**config.mk**
```make
export PLATFORM = sky130hd
export DESIGN_NAME = match_flow_ctrl
export DESIGN_NICKNAME = d
export VERILOG_FILES = /design/src/rtl/match_flow_ctrl.sv
export SDC_FILE = /design/constraint.sdc
export NUM_CORES = 1
export LEC_CHECK = 0
export BUFFER_PORTS_ARGS = -buffer_cell sky130_fd_sc_hd__buf_4
export CORE_UTILIZATION = 45
export DETAILED_ROUTE_END_ITERATION = 6
export GPL_TIMING_DRIVEN = 0
export PLACE_DENSITY_LB_ADDON = 0.25
export SYNTH_ARGS = -nofsm -noshare
export SYNTH_HDL_FRONTEND = slang
export SYNTH_SLANG_ARGS = --single-unit
```
**constraint.sdc**
```tcl
create_clock -name clk -period 2.1 [get_ports clk]
set_input_delay 0.42 -clock clk [delete_from_list [all_inputs] [get_ports clk]]
set_output_delay 0.42 -clock clk [all_outputs]
set_load 0.005 [all_outputs]
```
**src/rtl/match_flow_ctrl.sv**
```systemverilog
// match_flow_ctrl: game-flow sequencer for the volleyball physics engine.
// Generates the frame tick, gates the physics enable by match state, keeps
// score from physics point-end events and declares the match winner.
module match_flow_ctrl #(
    parameter int unsigned FRAME_DIV    = 416667,
    parameter int unsigned SERVE_FRAMES = 90,
    parameter int unsigned POINT_FRAMES = 60,
    parameter int unsigned WIN_SCORE    = 5
) (
    input  logic       clk,
    input  logic       rst_n,
    input  logic       start_btn,
    input  logic       pause_btn,
    input  logic       phy_game_over,
    input  logic [1:0] phy_winner,
    output logic       phy_en,
    output logic       phy_srst_n,
    output logic       frame_tick,
    output logic [2:0] state,
    output logic [3:0] p1_score,
    output logic [3:0] p2_score,
    output logic [7:0] frames_left,
    output logic [1:0] match_winner
);

    typedef enum logic [2:0] {
        ST_IDLE  = 3'd0,
        ST_SERVE = 3'd1,
        ST_PLAY  = 3'd2,
        ST_PAUSE = 3'd3,
        ST_POINT = 3'd4,
        ST_OVER  = 3'd5
    } state_t;

    localparam logic [19:0] DIV_LAST   = 20'(FRAME_DIV - 1);
    localparam logic [7:0]  SERVE_INIT = 8'(SERVE_FRAMES);
    localparam logic [7:0]  POINT_INIT = 8'(POINT_FRAMES);
    localparam logic [3:0]  WIN_PTS    = 4'(WIN_SCORE);

    // Scores stop at the top of their 4-bit range instead of wrapping.
    function automatic logic [3:0] sat_inc(input logic [3:0] v);
        return (v == 4'd15) ? v : v + 4'd1;
    endfunction

    logic [19:0] div_q, div_d;
    logic        div_wrap;
    logic        tick_q, en_q;
    logic        start_prev_q, pause_prev_q, go_prev_q;
    logic        start_rise, pause_rise, go_rise;
    state_t      state_q, state_d;
    logic [3:0]  p1_q, p1_d, p2_q, p2_d;
    logic [3:0]  p1_inc, p2_inc;
    logic [7:0]  fl_q, fl_d;
    logic [1:0]  mw_q, mw_d;
    logic        srst_n_q, srst_n_d;

    // Free-running frame divider next-count.
    always_comb begin
        div_wrap = (div_q == DIV_LAST);
        div_d    = div_wrap ? 20'd0 : div_q + 20'd1;
    end

    // Divider counter plus the registered tick and its PLAY-gated twin, so both pulse together.
    always_ff @(posedge clk or negedge rst_n) begin
        if (!rst_n) begin
            div_q  <= 20'd0;
            tick_q <= 1'b0;
            en_q   <= 1'b0;
        end else begin
            div_q  <= div_d;
            tick_q <= div_wrap;
            en_q   <= div_wrap && (state_q == ST_PLAY);
        end
    end

    // Previous-cycle copies of the inputs for rising-edge detection.
    always_ff @(posedge clk or negedge rst_n) begin
        if (!rst_n) begin
            start_prev_q <= 1'b0;
            pause_prev_q <= 1'b0;
            go_prev_q    <= 1'b0;
        end else begin
            start_prev_q <= start_btn;
            pause_prev_q <= pause_btn;
            go_prev_q    <= phy_game_over;
        end
    end

    assign start_rise = start_btn && !start_prev_q;
    assign pause_rise = pause_btn && !pause_prev_q;
    assign go_rise    = phy_game_over && !go_prev_q;
    assign p1_inc     = sat_inc(p1_q);
    assign p2_inc     = sat_inc(p2_q);

    // Match FSM next-state: countdowns, scoring and winner detection.
    always_comb begin
        state_d  = state_q;
        p1_d     = p1_q;
        p2_d     = p2_q;
        fl_d     = fl_q;
        mw_d     = mw_q;
        srst_n_d = 1'b1;
        case (state_q)
            ST_IDLE, ST_OVER: begin
                if (start_rise) begin
                    state_d  = ST_SERVE;
                    fl_d     = SERVE_INIT;
                    p1_d     = 4'd0;
                    p2_d     = 4'd0;
                    mw_d     = 2'd0;
                    srst_n_d = 1'b0;
                end
            end
            ST_SERVE: begin
                if (tick_q) begin
                    if (fl_q <= 8'd1) begin
                        fl_d    = 8'd0;
                        state_d = ST_PLAY;
                    end else begin
                        fl_d = fl_q - 8'd1;
                    end
                end
            end
            ST_POINT: begin
                if (tick_q) begin
                    if (fl_q <= 8'd1) begin
                        fl_d    = SERVE_INIT;
                        state_d = ST_SERVE;
                    end else begin
                        fl_d = fl_q - 8'd1;
                    end
                end
            end
            ST_PLAY: begin
                // A point end outranks a pause request arriving on the same clock.
                if (go_rise) begin
                    state_d = ST_POINT;
                    fl_d    = POINT_INIT;
                    if (phy_winner == 2'd1) begin
                        p1_d = p1_inc;
                        if (p1_inc == WIN_PTS) begin
                            state_d = ST_OVER;
                            fl_d    = 8'd0;
                            mw_d    = 2'd1;
                        end
                    end else if (phy_winner == 2'd2) begin
                        p2_d = p2_inc;
                        if (p2_inc == WIN_PTS) begin
                            state_d = ST_OVER;
                            fl_d    = 8'd0;
                            mw_d    = 2'd2;
                        end
                    end
                end else if (pause_rise) begin
                    state_d = ST_PAUSE;
                end
            end
            ST_PAUSE: begin
                if (pause_rise) begin
                    state_d = ST_PLAY;
                end
            end
            default: begin
                state_d = ST_IDLE;
                fl_d    = 8'd0;
            end
        endcase
    end

    // Match FSM state and score registers.
    always_ff @(posedge clk or negedge rst_n) begin
        if (!rst_n) begin
            state_q  <= ST_IDLE;
            p1_q     <= 4'd0;
            p2_q     <= 4'd0;
            fl_q     <= 8'd0;
            mw_q     <= 2'd0;
            srst_n_q <= 1'b1;
        end else begin
            state_q  <= state_d;
            p1_q     <= p1_d;
            p2_q     <= p2_d;
            fl_q     <= fl_d;
            mw_q     <= mw_d;
            srst_n_q <= srst_n_d;
        end
    end

    assign phy_en       = en_q;
    assign phy_srst_n   = srst_n_q;
    assign frame_tick   = tick_q;
    assign state        = state_q;
    assign p1_score     = p1_q;
    assign p2_score     = p2_q;
    assign frames_left  = fl_q;
    assign match_winner = mw_q;

endmodule

```
==> impl_metrics.tcl <==
set metrics [dict create \
    synth_largest_area_cell "dfrtp_1" \
    synth_nets 277 \
    start_util_pct 46.5 \
    remaining_drc_errors 0 \
    max-slew-margin-rel_pct 55.8 \
    maxCapViolCount 0 \
    first_global_vias 2022 \
    dieArea_um2 5990 \
    fin_worst_skew_ns 0.00825 \
    die_h_um 77.4 \
    p_per_area_nw_per_um2 1130 \
    die_x_um 77.4 \
    hold_class "in -> async" \
    drive_above_1_share_pct 24.3 \
    yosysMostFrequentCell "dfrtp_1" \
    cts_tree "built" \
    critPathRequiredTime_ns 2.28 \
    numPortBuffers 30 \
    core_area_um2 5510 \
    cts_inserted_buffers 5 \
    ant_nets 0 \
    ir_drop_mv 0.674 \
    layout.nets 322 \
    synth_commonest_cells "46 x dfrtp_1, 28 x nor2_1, 24 x nand2_1, 14 x nand3_1, 14 x xnor2_1" \
    area_growth_pct 23.8 \
    synth_ff_type "dfrtp_1" \
    dp.cells 365 \
    regArea_um2 1180 \
    setup_viol 0 \
    path_cells "or4_4 > o311ai_4 > a21bo_4 > a21oi_2 > mux2_1" \
    yosysSeqAreaShare_pct 46.0 \
    first_pass_iters 4 \
    root_buffer "clkbuf_8" \
    grt_use_total_pct 19.6 \
    end_kind "flip-flop" \
    path_class "reg -> reg" \
    synth_cell_types 59 \
    diodes 0 \
    slowest_stage "or4_4" \
    holdBufCountCts 0 \
    multiInputGateArea_um2 1400 \
    hpwl_um 3810 \
    cpPeakStageDelay_ns 0.57 \
    clk_pin_slew_ns 0.09 \
    clk-insertion-delay-late_ns 0.30 \
    ys_warn_count 0 \
    syn-cell-area_um2 2560 \
    max_freq_ghz 0.488 \
    fin_cells 381 \
    netlist_instances 263 \
    vias 2166 \
    yosysTopAreaCellShare_pct 45.0 \
    maxSlewViolCount 0 \
    grt_pass1_wl_um 9380 \
    clockBufferDepth 2 \
    wl_um 5590 \
    synthArstFlopShare_pct 100 \
    ys_ff_latch 47 \
    rows 27 \
    finalCriticalPeriod_ns 2.05 \
    gr-total-overflow 0 \
    drt_iter0_drc 83 \
    crit_fanout 3 \
    htreeDepth 2 \
    wire_per_inst_um 14.7 \
    clock_sinks 47 \
    cp-start-kind "flip-flop" \
    timing.final.crit_share_pct 97.5 \
    synth_edf_count 0 \
    avgViaCountPerCell 5.69 \
    num_io_pins 31 \
    hold_violations 0 \
    crit_arrival_ns 2.23 \
    synth_area_leaders "dfrtp_1 45%, xnor2_1 4.8%, nor2_1 4.1%, nand2_1 3.5%, ha_1 3.4%" \
    outcome "finished clean" \
    gp_congestion 0.814 \
    final_core_util_pct 57.5 \
    tightest_slew_ns 0.659 \
    antenna_found_initial 0 \
    grt_max_degree 48 \
    p_leak_nw 1.42 \
    postSynthAreaPerCell_um2 9.73 \
    fill_cells 506 \
]
[logic make-up after synthesis]
| group | Yosys count | share of synthesized area [%] |
|---|---|---|
| buffers and inverters | 17 | 2.69 |
| AND/OR/NAND/NOR | 112 | 23.2 |
| multiplexers | 4 | 1.61 |
| flip-flops | 47 | 46.0 |
| adder cells (fa/ha/maj) | 7 | 3.42 |
| AO/OA/AOI/OAI | 53 | 15.2 |
| XOR/XNOR | 23 | 7.87 |
[critical path: cells and delay by family (launching register included)]
kind,cells,cell delay [ns]
AOI/OAI and AO/OA,3,0.63
and+or+nand+nor,1,0.57
DFF,1,0.42
muxes,1,0.32
[cell type report]
cell class	count	share of cell area (%)
Multi-Input combinational cell	199	44.2
Sequential cell	47	37.3
Timing Repair Buffer	39	9.24
Tap cell	72	2.84
Clock buffer	5	2.17
Clock inverter	3	2.13
Inverter	12	1.42
Buffer	4	0.632
[power by group]
part	internal [W]	switching [W]
Clock	0.000475	0.000313
Combinational	0.000755	0.000864
Sequential	0.00103	0.000136
[state kept, by name, summed over array words and instances, names as in the netlist]
name          count
div_q            20
match_winner      2
go_prev_q         1
phy_en            1
frames_left       8
pause_prev_q      1
phy_srst_n        1
start_prev_q      1
state             3
p1_score          4
p2_score          4
frame_tick        1
[stage by stage]
| step | TNS (ns) | hold WS (ns) | setup slack (ns) | area (um2) | total power, W |
|---|---|---|---|---|---|
| floorplan | 0 | 0.124 | 0.0521 | 2560 | 0.00211 |
| global placement | -2.79 | 0.464 | -0.227 | 2880 | 0.00252 |
| detailed placement | -3.55 | 0.465 | -0.252 | 2880 | 0.00255 |
| CTS | 0 | 0.145 | 0.00221 | 3100 | 0.00346 |
| global route | -0.00690 | 0.165 | -0.00690 | 3170 | 0.00379 |
| finish | 0 | 0.119 | 0.0523 | 3170 | 0.00358 |
[worst paths after layout]
check / start / endpoint / slack (ns) / depth (start not counted)
worst max register to register: frames_left[5] / state[0] / 0.05 / 5
worst max-delay path: frames_left[5] / state[0] / 0.05 / 5
worst min-delay path: rst_n / go_prev_q / 0.12 / 1
worst min register to register: div_q[19] / div_q[19] / 0.48 / 1
max in group asynchronous: rst_n / frames_left[0] / 1.54 / 1
min in group clk: phy_game_over / go_prev_q / 0.24 / 1
[repair_timing]
| action | CTS | global route |
|---|---|---|
| endpoints found under the setup margin | 23 | 26 |
| gates resized for setup | 10 | 9 |
| buffers inserted | 5 | 4 |
| pin swaps | 2 | 3 |
[routing by layer]
layer / track usage [%] / vias to the layer above / wire [um]
met5: 0 / - / 0
met4: 6.98 / 0 / 70
met3: 2.94 / 6 / 229
met2: 31.8 / 49 / 2600
met1: 26.7 / 1075 / 2690
li1: - / 1036 / -
[cell usage in the layout, fill, tap and decap left out, drive strengths merged, types with 3 or more instances in the layout]
master   count
and4         3
dfrtp       46
clkbuf       5
nor4         3
nor3b        4
nor3         7
mux2i        3
nor2        28
xor2         9
o31ai        3
buf         43
ha           7
a21oi        8
o21ai       13
nand4        5
inv         12
nand2       24
nand2b       4
o2111ai      3
nand3       14
xnor2       14
(Power assumes the default switching activity.)
